### src/rtl/result_tx.sv
// Result transmitter: captures 32-bit MAC results on done rising edges into a
// small FIFO and streams each one out as two 16-bit half-words, high half first.
module result_tx #(
  parameter int unsigned DEPTH = 4
) (
  input  logic                       clk,
  input  logic                       reset,
  input  logic                       done,
  input  logic [31:0]                result,
  output logic [15:0]                tx_data,
  output logic                       tx_valid,
  input  logic                       tx_ready,
  output logic                       tx_last,
  output logic [$clog2(DEPTH):0]     buf_count,
  output logic                       overflow,
  input  logic                       clear_overflow
);

  localparam int unsigned PTR_W  = $clog2(DEPTH);
  localparam int unsigned CNT_W  = PTR_W + 1;
  localparam int unsigned DATA_W = 32;
  localparam int unsigned HALF_W = 16;

  typedef enum logic [1:0] {
    IDLE    = 2'd0,
    SEND_HI = 2'd1,
    SEND_LO = 2'd2
  } state_t;

  state_t             state;
  state_t             state_next;
  logic [DATA_W-1:0]  mem [DEPTH];
  logic [PTR_W-1:0]   wr_ptr;
  logic [PTR_W-1:0]   rd_ptr;
  logic [PTR_W-1:0]   rd_next;
  logic [CNT_W-1:0]   count_next;
  logic               done_q;
  logic               rise;
  logic               full;
  logic               pop;
  logic               cap;
  logic               drop;
  logic [DATA_W-1:0]  head_next;
  logic [HALF_W-1:0]  tx_data_next;
  logic               tx_valid_next;
  logic               tx_last_next;

  // Buffer bookkeeping; a pop frees the slot a full-buffer capture needs.
  always_comb begin
    rise       = done & ~done_q;
    full       = (buf_count == CNT_W'(DEPTH));
    pop        = (state == SEND_LO) & tx_ready;
    cap        = rise & (~full | pop);
    drop       = rise & full & ~pop;
    rd_next    = pop ? rd_ptr + PTR_W'(1) : rd_ptr;
    count_next = buf_count + CNT_W'(cap) - CNT_W'(pop);
  end

  // Next head: bypass the result being written into the slot that becomes head.
  always_comb begin
    head_next = mem[rd_next];
    if (cap && (wr_ptr == rd_next)) begin
      head_next = result;
    end
  end

  // Next-state and registered-output decode.
  always_comb begin
    state_next    = state;
    tx_valid_next = 1'b0;
    tx_last_next  = 1'b0;
    tx_data_next  = '0;
    case (state)
      IDLE: begin
        if (buf_count != '0) begin
          state_next = SEND_HI;
        end
      end
      SEND_HI: begin
        if (tx_ready) begin
          state_next = SEND_LO;
        end
      end
      SEND_LO: begin
        if (tx_ready) begin
          state_next = (count_next != '0) ? SEND_HI : IDLE;
        end
      end
      default: state_next = IDLE;
    endcase
    case (state_next)
      SEND_HI: begin
        tx_valid_next = 1'b1;
        tx_data_next  = head_next[DATA_W-1:HALF_W];
      end
      SEND_LO: begin
        tx_valid_next = 1'b1;
        tx_last_next  = 1'b1;
        tx_data_next  = head_next[HALF_W-1:0];
      end
      default: begin
        tx_valid_next = 1'b0;
      end
    endcase
  end

  // Control state; done_q resets high so a done level held through reset is ignored.
  always_ff @(posedge clk) begin
    if (!reset) begin
      state     <= IDLE;
      wr_ptr    <= '0;
      rd_ptr    <= '0;
      buf_count <= '0;
      tx_valid  <= 1'b0;
      tx_data   <= '0;
      tx_last   <= 1'b0;
      overflow  <= 1'b0;
      done_q    <= 1'b1;
    end else begin
      state     <= state_next;
      rd_ptr    <= rd_next;
      buf_count <= count_next;
      tx_valid  <= tx_valid_next;
      tx_data   <= tx_data_next;
      tx_last   <= tx_last_next;
      done_q    <= done;
      if (cap) begin
        wr_ptr <= wr_ptr + PTR_W'(1);
      end
      if (drop) begin
        overflow <= 1'b1;
      end else if (clear_overflow) begin
        overflow <= 1'b0;
      end
    end
  end

  // Storage array needs no reset; occupancy is tracked by the pointers.
  always_ff @(posedge clk) begin
    if (cap) begin
      mem[wr_ptr] <= result;
    end
  end

endmodule
### config.mk
export PLATFORM = sky130hd
export DESIGN_NAME = result_tx
export DESIGN_NICKNAME = d
export VERILOG_FILES = /design/src/rtl/result_tx.sv
export SDC_FILE = /design/constraint.sdc
export NUM_CORES = 1
export LEC_CHECK = 0
export ABC_AREA = 1
export BUFFER_PORTS_ARGS = -buffer_cell sky130_fd_sc_hd__buf_2
export CAP_MARGIN = 0
export CORE_ASPECT_RATIO = 1.5
export CORE_UTILIZATION = 56
export CTS_CLUSTER_SIZE = 40
export DETAILED_ROUTE_END_ITERATION = 8
export MAX_ROUTING_LAYER = met4
export PLACE_DENSITY_LB_ADDON = 0.05
export REMOVE_ABC_BUFFERS = 1
export SETUP_SLACK_MARGIN = 0.3
export SLEW_MARGIN = 20
export SYNTH_ARGS = -nofsm -noshare
export SYNTH_HDL_FRONTEND = slang
export SYNTH_SLANG_ARGS = --single-unit
### constraint.sdc
create_clock -name clk -period 7.8 [get_ports clk]
set_input_delay 0.39 -clock clk [delete_from_list [all_inputs] [get_ports clk]]
set_output_delay 0.39 -clock clk [all_outputs]
set_load 0.02 [all_outputs]
# After elaboration in Yosys (flattened, before gate mapping)
# Memory sizes are Yosys's and may differ from the RTL's.
# Cells that the tools add are included.
[op_classes] addsub=4 n_eq_ne=6 n_mux=14 bitwise_logic=9 n_reduce_logical=6
[op_table] op="$mux W32" count=1
[op_table] op="$pmux W16 S2" count=1
[op_table] op="$mux W2" count=4
[op_table] op="$mux W1" count=7
[op_table] op="$pmux W2 S3" count=1
[op_table] op="$reduce_bool A3 Y1" count=2
[op_table] op="$and A1 B1 Y1" count=5
[op_table] op="$add A2 B1 Y2 const B" count=2
[op_table] op="$eq A2 B1 Y1 const B" count=2
[op_table] op="$eq A2 B2 Y1 const B" count=2
[op_table] op="$add A3 B1 Y3" count=1
[op_table] op="$eq A3 B3 Y1 const B" count=1
[op_table] op="$not A1 Y1" count=3
[op_table] op="$sub A3 B1 Y3" count=1
[op_table] op="$eq A2 B2 Y1" count=1
[op_table] op="$logic_not A2 Y1" count=1
[op_table] op="$reduce_bool A2 Y1" count=1
[op_table] op="$reduce_or A2 Y1" count=1
[op_table] op="$logic_and A1 B1 Y1" count=1
[op_table] op="$or A1 B1 Y1" count=1
[word_totals] reg_bits=29 mem_bits_rw=128 input_bits=37 elab_cells=49 n_memories=1
[mem_list] memory="mem" depth=4 width=32 rd=1 rd_ports_with_merged_regs=0 wr=1 line="32" text="logic [DATA_W-1:0] mem [DEPTH];"

# Depth between registers and ports, before layout
[logic_depth] depth_word=13 ltp_mapped=19 mapped_depth_nobuf=18

# Least setup slack after synthesis
# OpenSTA, ideal clock, no wires.
[synth_path] path_type="register to register" from="register buf_count[1]" to="register tx_data[14]" setup_time_ps=70 t_arrival_ps=3714 required_time_ps=7730 setup_slack_ps=4016 path_stages_with_launch=19 synth_period_minus_slack_ps=3784 cell_sequence="dfxtp_1 or2_2 nor2_1 a21oi_1 inv_1 ha_1 inv_1 ha_1 fa_1 xnor2_1 xor2_1 o31ai_1 nand2_1 inv_1 ha_1 clkbuf_1 clkbuf_1 nand3_1 a21oi_1"
[synth_via] elab_chain_cells=12 elab_cells_between_ends=17 classes_between="2 x add/sub; 3 x eq/ne; 6 x mux; 3 x bitwise; 3 x reduce/logical"
[synth_lines] element="start, declared" line="14" text="output logic [$clog2(DEPTH):0] buf_count,"
[synth_lines] element="start signal, assigned" line="122" text="buf_count <= count_next;"
[synth_lines] element="$eq A3 B3 Y1" line="51" text="full = (buf_count == CNT_W'(DEPTH));"
[synth_lines] element="$not A1 Y1" line="53" text="cap = rise & (~full | pop);"
[synth_lines] element="$or A1 B1 Y1" line="53"
[synth_lines] element="$and A1 B1 Y1" line="53"
[synth_lines] element="$add A3 B1 Y3" line="56" text="count_next = buf_count + CNT_W'(cap) - CNT_W'(pop);"
[synth_lines] element="$sub A3 B1 Y3" line="56"
[synth_lines] element="$reduce_bool A3 Y1" line="86" text="state_next = (count_next != '0) ? SEND_HI : IDLE;"
[synth_lines] element="$mux W1" line="86"
[synth_lines] element="$mux W2" line="85" text="if (tx_ready) begin"
[synth_lines] element="$pmux W2 S3 (*)" line="73" text="case (state)"
[synth_lines] element="via state_next[0]" line="31" text="state_t state_next;"
[synth_lines] element="$eq A2 B2 Y1 or $eq A2 B1 Y1 (tied branches)" line="91" text="case (state_next)"
[synth_lines] element="$pmux W16 S2 (*)" line="91"
[synth_lines] element="end signal, assigned" line="124" text="tx_data <= tx_data_next;"
[synth_lines] element="end, declared" line="10" text="output logic [15:0] tx_data,"
# The timed path passes the listed nets; every way through them passes the cells marked *.
# A chain may end at the register's enable or synchronous reset.

# Worst setup path after layout
[layout_path] from="register state[0]" to="register tx_data[5]"
[layout_via] elab_chain_cells=12 elab_cells_between_ends=22 classes_between="2 x add/sub; 5 x eq/ne; 8 x mux; 3 x bitwise; 3 x reduce/logical; 1 x memory"
[layout_lines] element="start, declared" line="30" text="state_t state;"
[layout_lines] element="start signal, assigned" line="120" text="state <= state_next;"
[layout_lines] element="$eq A2 B2 Y1" line="52, 73"
[layout_lines] element="$and A1 B1 Y1" line="52" text="pop = (state == SEND_LO) & tx_ready;"
[layout_lines] element="$or A1 B1 Y1" line="53"
[layout_lines] element="$and A1 B1 Y1" line="53"
[layout_lines] element="$add A3 B1 Y3" line="56"
[layout_lines] element="$sub A3 B1 Y3" line="56"
[layout_lines] element="$reduce_bool A3 Y1" line="86"
[layout_lines] element="$mux W1" line="86"
[layout_lines] element="$mux W2" line="85"
[layout_lines] element="$pmux W2 S3 (*)" line="73"
[layout_lines] element="via state_next[0]" line="31"
[layout_lines] element="$eq A2 B2 Y1 or $eq A2 B1 Y1 (tied branches)" line="91"
[layout_lines] element="$pmux W16 S2 (*)" line="91"
# Marked as above.

==> metrics <==
outcome completed; Max Cap Viol 0; Std-Cell Rows 48; TritonCTS clock tree done; reg2reg path depth 18; Area Overhead vs Synth 15.4%; flop and latch count out of synthesis about 160; nets 718; Synth Area in Compound Gates 0.0347; pin count of the biggest net entering global routing 68; largest family of logic cells by synthesized area simple AND/OR/NAND/NOR gates; endpoint type of the worst setup path register; Die X 91.2 µm; post-synthesis instance total between 600 and 700; Slew Limit Fails 0; Worst Setup SP state[0]$_SDFF_PN0_; Clock power frac 0.419; worst r2r src state[0]$_SDFF_PN0_; H-tree Lvls 4; fmax 213 MHz; initial drt markers 287; max incr delay on CP 0.73 ns; Mapped Avg Cell Area 10.8 µm²; routability congestion estimate 0.780; Fin Setup TNS 0 ns; Sw Ratio 0.249; Placed Cells 803; layout cells sized above 1 0.165; Reg clk slew, reported paths 0.06 ns; post-synthesis mux area share 0; pwr/cell area 283 nW/µm²; Critical Setup Path Class register to register; overflow left after global routing 0; R2R Setup Slk just over 3 ns; DR vias/cell between 5 and 6; Die Y 136 µm; Logic pwr share 0.145; Least-Margin Pin Slew ~1.1 ns; skew final 0.00566 ns; Synth cell types 30; Simple-Gate Fraction of Synth Area 0.225; overall die area 12400 µm²; vias post-DR 4699; Hold Buf Count CTS 0; Initial Util 0.579; slew margin rel. 0.254; Ys Warns 0; startpoint types register; P_int 0.00164 W; n_diodes 0; leak pwr 3.09 nW; WL/cell 17.7 µm; Final Hold Vio Count 0; crit path max fanout 22; final hold slack 0.151 ns; Hold EP done_q$_SDFF_PN1_; hold path startpoint done; post-CTS sizing 0; Post-Route WL 14800 µm; Residual DRC 0; crit path cell chain inv_2 -> nand3_2 -> a21oi_1 -> buf_4 -> inv_1 -> ha_1 -> inv_1 -> ha_1 -> fa_1 -> xnor2_1 -> xor2_1 -> o31ai_1 -> nand2_1 -> inv_1 -> ha_1 -> nor2_1 -> clkinv_1 -> a21oi_1; GR Util All Layers 0.258; Hold Path Depth 3; XOR/XNOR Fraction of Synth Area 0.00262; Setup Fix Bufs, Post-CTS 0; switching power ~0.00054 W; adder-cell share of the synthesized area 0.0180; post-route ant nets 0; period utilization 0.603; Sequential Power Share 0.437; core area 11500 µm²; Final Instance Count excl. Fillers 834; Max Root-Sink Buffers 2; final setup violation count 0; wire length of the first global-routing pass 23200 µm; worst hold path class input port to register; DRT Pass-1 Iters 5; vias in the first global route 4694; CP Data Required Time 8.13 ns; unrepaired setup endpoints after global routing no; total CTS buffers 17; Final HPWL DP 8580 µm; initial antenna violation count 0; Seq/Total Area, Yosys 0.663; worst IR drop on VDD 0.178 mV; CTS Sinks 157; PortBufs 58; Final min period between 4 and 5 ns; worst-skew pair later-pin latency between 0.4 and 0.5 ns; critical path's slowest cell nor2_1; FF-to-FF End tx_data[5]$_SDFF_PN0_; Clk Tree Root Cell clkbuf_16; IO Pins 59; CP arrival 5.04 ns; Cell Area, Synth 6680 µm²
power by group through the flow:
stage	clock network [W]	logic, W	registers (W)
floorplan	0	0.000185	0.000990
global placement	0	0.000307	0.000970
detailed placement	0	0.000315	0.000971
CTS	0.000922	0.000318	0.000954
global route	0.000953	0.000349	0.000956
finish	0.000915	0.000316	0.000954
per-stage QoR:
stage	power (W)	worst slack [ns]	util	cell area [µm²]
after CTS	0.00219	3.11	0.668	7710
after global placement	0.00128	3.14	0.611	7050
after global routing	0.00226	2.78	0.668	7710
after floorplan	0.00117	3.35	-	6500
after detailed placement	0.00129	3.02	0.611	7050
final	0.00218	3.10	0.668	7710
worst max-delay path, delay by kind of cell (launching register included):
family	cells	cell delay (ns)
AO/OA/AOI/OAI	3	0.64
XOR/XNOR	2	0.32
adder cells (fa/ha/maj)	4	1.15
buffers and inverters	6	1.22
flip-flops	1	0.38
AND/OR/NAND/NOR	3	0.92
cells in the final DEF (no fill, tap or decap), types with 2 or more instances in the layout:
master      count
a21oi_1        21
a22o_1          7
buf_2          58
buf_4           8
bufinv_16       6
clkbuf_16      17
clkinv_1        2
clkinv_2        2
clkinvlp_4      2
dfxtp_1        29
edfxtp_1      128
ha_1            8
inv_1          49
inv_2           4
nand2_1       147
nand2_2         3
nand2_4         2
nand3_1       137
nand3_2         2
nand4_1        18
nor2_1          7
nor2_2          4
o21ai_0        10
o31ai_1         2
area by class of cell:
| type | count | area [µm²] |
|---|---|---|
| inverter | 54 | 203 |
| tap | 150 | 188 |
| multi-input combinational | 376 | 1880 |
| timing repair buffer | 66 | 350 |
| fill | 907 | 3820 |
| clock inverter | 12 | 218 |
| sequential | 157 | 4420 |
| clock buffer | 19 | 443 |
Yosys cell counts:
| library cell | count | area (µm²) |
|---|---|---|
| a21oi_1 | 21 | 105 |
| a22o_1 | 7 | 61.3 |
| buf_1 | 5 | 18.8 |
| buf_2 | 14 | 70.1 |
| buf_4 | 7 | 52.6 |
| buf_6 | 1 | 11.3 |
| clkbuf_1 | 7 | 26.3 |
| clkinv_1 | 1 | 3.75 |
| dfxtp_1 | 29 | 581 |
| edfxtp_1 | 128 | 3840 |
| fa_1 | 1 | 20.0 |
| ha_1 | 8 | 100 |
| inv_1 | 49 | 184 |
| inv_2 | 4 | 15.0 |
| nand2_1 | 147 | 552 |
| nand2_2 | 3 | 18.8 |
| nand2_4 | 2 | 22.5 |
| nand3_1 | 137 | 686 |
| nand3_2 | 2 | 20.0 |
| nand3_4 | 1 | 17.5 |
| nand3b_1 | 1 | 7.51 |
| nand4_1 | 18 | 113 |
| nor2_1 | 11 | 41.3 |
| nor2_4 | 1 | 11.3 |
| o21ai_0 | 10 | 50.1 |
| o31ai_1 | 2 | 15.0 |
| or2_1 | 1 | 6.26 |
| or2_2 | 1 | 6.26 |
| xnor2_1 | 1 | 8.76 |
| xor2_1 | 1 | 8.76 |
sequential cells by signal, summed over array words and instances, names as in the netlist:
signal / count
mem: 128
buf_count: 3
tx_data: 16
wr_ptr: 2
rd_ptr: 2
tx_valid: 1
done_q: 1
overflow: 1
state: 2
tx_last: 1
cell families (layout without fill, tap and decap cells):
group / Yosys count / in the layout
adder cells (fa/ha/maj): 9 / 9
AND/OR/NAND/NOR: 325 / 325
buffers and inverters: 88 / 151
XOR/XNOR: 2 / 2
AO/OA/AOI/OAI: 40 / 40
flip-flops: 157 / 157
worst max path at each step:
stage | to | slack, ns | depth (start not counted)
2_1_floorplan | tx_data[0]$_SDFF_PN0_ | 3.35 | 17
3_3_place_gp | tx_data[5]$_SDFF_PN0_ | 3.14 | 19
3_5_place_dp | tx_data[5]$_SDFF_PN0_ | 3.02 | 19
4_1_cts | tx_data[5]$_SDFF_PN0_ | 3.11 | 18
5_1_grt | tx_data[15]$_SDFF_PN0_ | 2.78 | 18
6_report | tx_data[5]$_SDFF_PN0_ | 3.10 | 18
per-layer routing:
layer / up-vias / GRT usage / wire [µm]
li1: 2263 / - / -
met1: 2280 / 0.277 / 5860
met2: 128 / 0.464 / 7980
met3: 28 / 0.0499 / 579
met4: 0 / 0.108 / 360
met5: - / - / 0
No activity file was read; power rests on OpenSTA's default activity.
